$ cat src/rtl/dds_pkg.sv
// Shared types and constants for the DDS RAM read engine: FSM states, LFSR
// polynomial/seed for optional address dithering, and default widths.
package dds_pkg;

  typedef enum logic [1:0] {
    IDLE  = 2'd0,
    RUN   = 2'd1,
    DRAIN = 2'd2
  } state_t;

  localparam int DEF_ADDR_W  = 10;
  localparam int DEF_DATA_W  = 32;
  localparam int DEF_PHASE_W = 32;
  localparam int DEF_RD_LAT  = 1;

  // Galois right-shift mask for x^16 + x^14 + x^13 + x^11 + 1
  localparam logic [15:0] LFSR_POLY = 16'hB400;
  localparam logic [15:0] LFSR_SEED = 16'hACE1;

endpackage

$ cat src/rtl/dds_ram_reader_if.sv
// Read-only port B of the waveform RAM: the reader is master (enable/address),
// the RAM is slave (returns data RD_LAT cycles later).
interface dds_ram_reader_if #(
  parameter int ADDR_W = dds_pkg::DEF_ADDR_W,
  parameter int DATA_W = dds_pkg::DEF_DATA_W
);
  logic              ram_en;
  logic [ADDR_W-1:0] ram_addr;
  logic [DATA_W-1:0] ram_dout;

  modport master (output ram_en, ram_addr, input ram_dout);
  modport slave  (input ram_en, ram_addr, output ram_dout);
endinterface

$ cat src/rtl/dds_lfsr.sv
// 16-bit maximal-length Galois LFSR used to dither the table address.
// Advances only while en is high; restarts from the package seed on reset.
module dds_lfsr
  import dds_pkg::*;
(
  input  logic        clk,
  input  logic        rst_n,
  input  logic        en,
  output logic [15:0] value
);

  always_ff @(posedge clk or negedge rst_n) begin
    if (!rst_n) begin
      value <= LFSR_SEED;
    end else if (en) begin
      value <= (value >> 1) ^ (value[0] ? LFSR_POLY : 16'h0000);
    end
  end

endmodule

$ cat src/rtl/dds_ram_reader.sv
// Phase-accumulator read engine: streams one waveform-RAM sample per cycle.
// Optional build macro DDS_DITHER_EN adds LFSR dither to the table address.
module dds_ram_reader
  import dds_pkg::*;
#(
  parameter int ADDR_W  = DEF_ADDR_W,
  parameter int DATA_W  = DEF_DATA_W,
  parameter int PHASE_W = DEF_PHASE_W,
  parameter int RD_LAT  = DEF_RD_LAT
) (
  input  logic                clk,
  input  logic                rst_n,
  input  logic                en,
  input  logic [PHASE_W-1:0]  fcw,
  input  logic                fcw_ld,
  input  logic [ADDR_W-1:0]   pof,
  dds_ram_reader_if.master    ram,
  output logic [DATA_W-1:0]   sample,
  output logic                sample_valid,
  output logic                wrap,
  output logic                busy
);

  localparam int FRAC_W = PHASE_W - ADDR_W;

  state_t               state, state_nxt;
  logic [PHASE_W-1:0]   acc, acc_nxt, fcw_act, fcw_pend, phase_d;
  logic [PHASE_W:0]     sum;
  logic [1:0]           drain_cnt;
  logic [ADDR_W-1:0]    addr_nxt;
  logic [RD_LAT:0]      vpipe;

`ifdef DDS_DITHER_EN
  logic [15:0] lfsr;

  dds_lfsr u_lfsr (
    .clk   (clk),
    .rst_n (rst_n),
    .en    (state == RUN),
    .value (lfsr)
  );

  // Dither touches only the sub-address fraction; acc and wrap stay clean.
  assign phase_d = acc_nxt + {{ADDR_W{1'b0}}, FRAC_W'({{FRAC_W{1'b0}}, lfsr})};
`else
  assign phase_d = acc_nxt;
`endif

  // NOTE: every always_comb output gets a default first so no path leaves
  // a signal unassigned, which would otherwise infer a latch.
  always_comb begin
    state_nxt = state;
    sum       = {1'b0, acc} + {1'b0, fcw_act};
    wrap      = 1'b0;
    busy      = (state != IDLE);
    acc_nxt   = '0;
    unique case (state)
      IDLE: if (en) state_nxt = RUN;
      RUN: begin
        wrap    = sum[PHASE_W];
        acc_nxt = sum[PHASE_W-1:0];
        if (!en) state_nxt = DRAIN;
      end
      DRAIN: if (drain_cnt == 2'(RD_LAT)) state_nxt = IDLE;
      default: state_nxt = IDLE;
    endcase
    addr_nxt = ADDR_W'(phase_d >> FRAC_W) + pof;
  end

  // NOTE: sequential state uses non-blocking assignments so every register
  // samples pre-edge values regardless of process ordering.
  always_ff @(posedge clk or negedge rst_n) begin
    if (!rst_n) begin
      state        <= IDLE;
      acc          <= '0;
      fcw_act      <= '0;
      fcw_pend     <= '0;
      drain_cnt    <= '0;
      ram.ram_en   <= 1'b0;
      ram.ram_addr <= '0;
    end else begin
      state     <= state_nxt;
      drain_cnt <= (state == DRAIN) ? drain_cnt + 2'd1 : 2'd0;
      if (fcw_ld) fcw_pend <= fcw;
      // Frequency changes land only at a wrap while running, keeping phase continuous.
      if (state == IDLE || wrap) fcw_act <= fcw_ld ? fcw : fcw_pend;
      if (state == IDLE)     acc <= '0;
      else if (state == RUN) acc <= sum[PHASE_W-1:0];
      ram.ram_en <= (state_nxt == RUN);
      if (state_nxt == RUN) ram.ram_addr <= addr_nxt;
    end
  end

  // vpipe[k] is high k+1 cycles after a read; RAM data is ready at RD_LAT.
  always_ff @(posedge clk or negedge rst_n) begin
    if (!rst_n) begin
      vpipe  <= '0;
      sample <= '0;
    end else begin
      vpipe <= {vpipe[RD_LAT-1:0], ram.ram_en};
      if (vpipe[RD_LAT-1]) sample <= ram.ram_dout;
    end
  end

  assign sample_valid = vpipe[RD_LAT];

endmodule
$ cat src/flat_wrapper.sv
// flat-port wrapper written by rule: the top's interface ports become plain ports
module dds_ram_reader_flat import dds_pkg::*;
#(
  parameter int ADDR_W  = DEF_ADDR_W,
  parameter int DATA_W  = DEF_DATA_W,
  parameter int PHASE_W = DEF_PHASE_W,
  parameter int RD_LAT  = DEF_RD_LAT
)
  (clk, rst_n, en, fcw, fcw_ld, pof, sample, sample_valid, wrap, busy, ram_ram_en, ram_ram_addr, ram_ram_dout);
  dds_ram_reader_if #(.ADDR_W(ADDR_W), .DATA_W(DATA_W)) ram_i ();
  input  logic clk;
  input  logic rst_n;
  input  logic en;
  input  logic [PHASE_W-1:0] fcw;
  input  logic fcw_ld;
  input  logic [ADDR_W-1:0] pof;
  output logic [DATA_W-1:0] sample;
  output logic sample_valid;
  output logic wrap;
  output logic busy;
  output wire logic [$bits(ram_i.ram_en)-1:0] ram_ram_en;
  output wire logic [$bits(ram_i.ram_addr)-1:0] ram_ram_addr;
  input wire logic [$bits(ram_i.ram_dout)-1:0] ram_ram_dout;
  assign ram_ram_en = ram_i.ram_en;
  assign ram_ram_addr = ram_i.ram_addr;
  assign ram_i.ram_dout = ram_ram_dout;
  dds_ram_reader #(.ADDR_W(ADDR_W), .DATA_W(DATA_W), .PHASE_W(PHASE_W), .RD_LAT(RD_LAT)) u_core (.clk(clk), .rst_n(rst_n), .en(en), .fcw(fcw), .fcw_ld(fcw_ld), .pof(pof), .ram(ram_i), .sample(sample), .sample_valid(sample_valid), .wrap(wrap), .busy(busy));
endmodule
$ cat config.mk
export PLATFORM = sky130hd
export DESIGN_NAME = dds_ram_reader_flat
export DESIGN_NICKNAME = d
export VERILOG_FILES = /design/src/rtl/dds_pkg.sv /design/src/rtl/dds_ram_reader_if.sv /design/src/rtl/dds_lfsr.sv /design/src/rtl/dds_ram_reader.sv /design/src/flat_wrapper.sv
export SDC_FILE = /design/constraint.sdc
export NUM_CORES = 1
export LEC_CHECK = 0
export BUFFER_PORTS_ARGS = -buffer_cell sky130_fd_sc_hd__buf_2
export CORE_MARGIN = 3
export CORE_UTILIZATION = 55
export DETAILED_ROUTE_END_ITERATION = 10
export PLACE_DENSITY = 0.86
export SLEW_MARGIN = 10
export SYNTH_ARGS = -nofsm -noshare
export SYNTH_HDL_FRONTEND = slang
export SYNTH_SLANG_ARGS = --single-unit
$ cat constraint.sdc
create_clock -name clk -period 5.79 [get_ports clk]
set_clock_uncertainty 0.05 [all_clocks]
set_input_delay 0.2895 -clock clk [delete_from_list [all_inputs] [get_ports clk]]
set_output_delay 0.2895 -clock clk [all_outputs]
set_load 0.005 [all_outputs]
==> reports/summary.md <==
The tools report the power share of the clock group as 0.203. The largest fanout on the critical path is 7. The sequential-to-total area share from yosys stat is 0.479. The number of hold buffers added after CTS was 1. The number of hold-slack violations in the final timing report was 0. In this run the post-CTS setup repair buffer count came out at 0. For this design the ratio of total power to cell area is 576 nW/um2. The signal on the critical path passes through ha_1, fa_1, a21oi_1, o21bai_1, a211o_1, a21oi_4, o21ai_0, and2_1, nor3_1, ha_1, inv_1, fa_1, nor2b_1, o21ai_0, a21boi_0, o21ai_0, a21boi_0, o21ai_0, and3_1, o31ai_1. The share of Yosys cell area claimed by the top area cell type was 0.479. The tools report the type of element launching the critical path as a flip-flop. Data on the critical path arrives at its endpoint at 5.03 ns. The highest ir drop seen on vdd was 0.336 mV. The number of endpoints failing setup at the final stage is 0, and the met1 wire length is 6.95 mm. For the worst setup path, the data required time is 6.06 ns. Setup repair after global routing left no endpoint under its margin. The tightest min-delay check is of the in2reg type. CTS saw 145 sinks.

The share of flip-flops with an asynchronous set or reset after synthesis is 1.00, and the placement row count is 42. After routing the design area is 8870 um2. The share of total power consumed by net switching is 0.380, and the count of cells resized by post-cts repair is 0. For this run, the top clock speed supported by timing is 0.210 GHz. Once detail routing completed, the nets flagged for antenna violations numbered 0.

Cell area after synthesis: 7570 um2. At the placement stage, the worst setup path has a slack of 1.08 ns. Routability-driven placement finished with a final weighted congestion of 0.898. Number of flops mapped to enable cells by yosys: 0.

Entering global routing, the biggest net connects 82 pins. Number of synthesized register bits: 145. After detailed placement, the total cell area comes to 8300 um2. For the pin with the worst max-slew slack, the measured transition is 1.24 ns. Internal power: 3170 uW. The number of antenna violations at the first check in global routing is 0, and the first-pass GRT wire length is 25.8 mm. For the final count of pins violating max slew, the log shows 0.

The kind of cell adding the most delay to the critical path is compound AO/OA/AOI/OAI gates. The tools report the overall fraction of global-route tracks in use as 0.218. The core region is 13300 um2. For this design the static power due to leakage is 0.00431 uW. The number of clock buffers added by TritonCTS is 17. The H-tree generated during clock tree synthesis spans 4 levels. Detailed placement finished with a half-perimeter wire length of 11.0 mm. The overall power is 5110 uW, and the final layout net count is 895.

Among all stages on the critical path, the largest delay is contributed by sky130_fd_sc_hd__fa_1. After detailed routing, the number of remaining DRC violations is 0. Total overflow reported by the global router: 0.

In this run the vertical extent of the chip is 123 um. For the worst-skew pair, the clock arrives at the later sink with an insertion delay of 0.43 ns. The largest stage delay on the critical path was 0.42 ns; the maximum count of clock buffers along a single path was 2. In the routed layout, each cell is associated on average with a via count of 5.60.

Clock-pin slew was measured on the worst setup and hold paths at 0.07 ns. Number of design-rule violations left by the first detailed-router iteration: 220. For the count of distinct cell types in the synthesized netlist, the log shows 66.

Detailed routing placed a total of 1.02 mm of wire on met3. After synthesis, the mean cell area works out to 11.6 um2. The routed length on met2 came out at 7.60 mm. During placement, the flow inserted port buffers numbering 123. The tools report the sequential share of power as 0.314.

The fraction of the cycle the final worst path needs was 0.822; the synthesized netlist cell count was 651. TritonCTS built the clock tree. The highest signal layer in the routed design was met4. The count of vias placed by the detailed router was 5388.

The area added between synthesis and finish is 17.1%. Cell repeated most along the worst path: sky130_fd_sc_hd__o21ai_0. The cell at the root of the clock tree is sky130_fd_sc_hd__clkbuf_16.

The share of cells above drive strength 1 is 0.336. Area of the die: 15200 um2. Number of buffers and inverters on the critical path: 1.

The initial standard-cell utilization of the core is 0.567, and the yosys synthesis warning count is 0. Counting instances in the post-synthesis netlist gives the leading cell types as 145 x sky130_fd_sc_hd__dfrtp_1, 66 x sky130_fd_sc_hd__mux2_2, 58 x sky130_fd_sc_hd__nand2_1, 42 x sky130_fd_sc_hd__ha_1, 42 x sky130_fd_sc_hd__o21ai_0. The combinational power share came out at 0.484. By area the synthesized netlist is led by sky130_fd_sc_hd__dfrtp_1 48%, sky130_fd_sc_hd__mux2_2 9.8%, sky130_fd_sc_hd__ha_1 6.9%. The run gives 5373 as the via count of the first global-routing pass. Most used flip-flop cell after synthesis: sky130_fd_sc_hd__dfrtp_1. The run finished with clean final reports.

The worst path meets setup with 1.03 ns of slack. The final layout contains routed wiring with a total length of 15.9 mm. The first TritonRoute pass finished after 5 iterations. Summed over all nets, the switching power comes to 1940 uW.

When the netlist entered floorplanning its net count stood at 773. The number of maximum-capacitance violations is 0. The critical path in this run is classified as reg2reg.

The die is 123 um wide. The worst slew slack as a fraction of its limit was 0.174; the count of boundary I/O pins was 124. The most frequent cell after synthesis was sky130_fd_sc_hd__dfrtp_1. Summed over all failing endpoints, the final setup total negative slack is 0 ns. The number of antenna diodes in the final layout is 0. The utilization after layout is 0.664, and the post-detailed-route wirelength per cell is 16.5 um.

Summed over all instances, the cell type with the most area after synthesis is sky130_fd_sc_hd__dfrtp_1. Counting I/O delays and the setup requirement, the final critical path takes 4.76 ns. The worst setup path is captured at a flip-flop.
==> worst reg2reg max path, stage by stage, from the launching register on <==
cell and delay, ns:
sky130_fd_sc_hd__dfrtp_1 0.39, sky130_fd_sc_hd__ha_1 0.22, sky130_fd_sc_hd__fa_1 0.42, sky130_fd_sc_hd__a21oi_1 0.21, sky130_fd_sc_hd__o21bai_1 0.11, sky130_fd_sc_hd__a211o_1 0.39
sky130_fd_sc_hd__a21oi_4 0.28, sky130_fd_sc_hd__o21ai_0 0.14, sky130_fd_sc_hd__and2_1 0.19, sky130_fd_sc_hd__nor3_1 0.19, sky130_fd_sc_hd__ha_1 0.21, sky130_fd_sc_hd__inv_1 0.05
sky130_fd_sc_hd__fa_1 0.39, sky130_fd_sc_hd__nor2b_1 0.12, sky130_fd_sc_hd__o21ai_0 0.11, sky130_fd_sc_hd__a21boi_0 0.26, sky130_fd_sc_hd__o21ai_0 0.14, sky130_fd_sc_hd__a21boi_0 0.25
sky130_fd_sc_hd__o21ai_0 0.13, sky130_fd_sc_hd__and3_1 0.19, sky130_fd_sc_hd__o31ai_1 0.20
==> path summary, 6_finish.rpt <==
path,from,end,slack (ns),cells after the start
max in group asynchronous,rst_n,u_core.ram.ram_addr[3]$_DFFE_PN0P_,3.92,3
hold reg to reg,u_core.ram.ram_en$_DFF_PN0_,u_core.vpipe[0]$_DFF_PN0_,0.32,0
setup reg to reg,u_core.acc[0]$_DFFE_PN0P_,u_core.ram.ram_addr[8]$_DFFE_PN0P_,1.03,20
min in group asynchronous,rst_n,u_core.sample[20]$_DFFE_PN0P_,0.35,2
setup / recovery,u_core.acc[0]$_DFFE_PN0P_,u_core.ram.ram_addr[8]$_DFFE_PN0P_,1.03,20
hold / removal,ram_ram_dout[4],u_core.sample[4]$_DFFE_PN0P_,0.05,2
==> metrics by stage <==
stage                     hold slack [ns]  std cells
after floorplan                   -0.0561        651
after global placement              0.245        929
after detailed placement            0.247        929
after CTS                          0.0296        962
after global routing               0.0369        962
final                              0.0466        962
==> power groups by stage <==
stage | registers, uW | clock network, uW | logic [uW]
floorplan | 1560 | 0 | 1950
global placement | 1600 | 0 | 2380
detailed placement | 1610 | 0 | 2440
CTS | 1610 | 1060 | 2470
global route | 1650 | 1100 | 2740
finish | 1600 | 1040 | 2470
==> logic make-up after synthesis <==
family          count (synthesis)  synth area share
compound gates                151             0.139
flops                         145             0.479
simple gates                  137            0.0843
mux                            97             0.159
buf+inv                        48            0.0302
fa+ha+maj                      44            0.0747
xor+xnor                       29            0.0335
==> final cells by class <==
type                    instances  area, um2
multi-input cells             458       3710
inverters                      23       86.3
fillers                      1003       4480
clock inverters                10        103
clock buffers                  22        454
well taps                     176        220
flip-flops and latches        145       3630
repair buffers                128        662
==> placed cells by master, fill, tap and decap left out, drive strengths merged, types with 4 or more instances in the layout <==
cell,n
a21oi,34
a22o,6
nor3,7
nand3,7
clkinv,4
xor2,14
dfrtp,145
mux2,96
nand4,6
nand2,58
o31ai,6
nor2b,5
and3,9
a31oi,4
a21o,18
clkbuf,22
xnor2,15
ha,42
and2,5
nor2,28
buf,127
o21ai,42
inv,27
==> layer usage <==
metal / track usage / vias to the layer above
met4: 0.0734 / 0
li1: - / 2601
met5: 0 / -
met3: 0.0544 / 27
met2: 0.363 / 172
met1: 0.278 / 2588
==> registers in the layout (all words and copies together) (netlist names) <==
signal               flops
u_core.fcw_pend         32
u_core.vpipe             2
u_core.state             2
u_core.sample           32
u_core.acc              32
u_core.ram.ram_en        1
u_core.drain_cnt         2
u_core.ram.ram_addr     10
u_core.fcw_act          32
No activity file was read; power rests on OpenSTA's default activity.
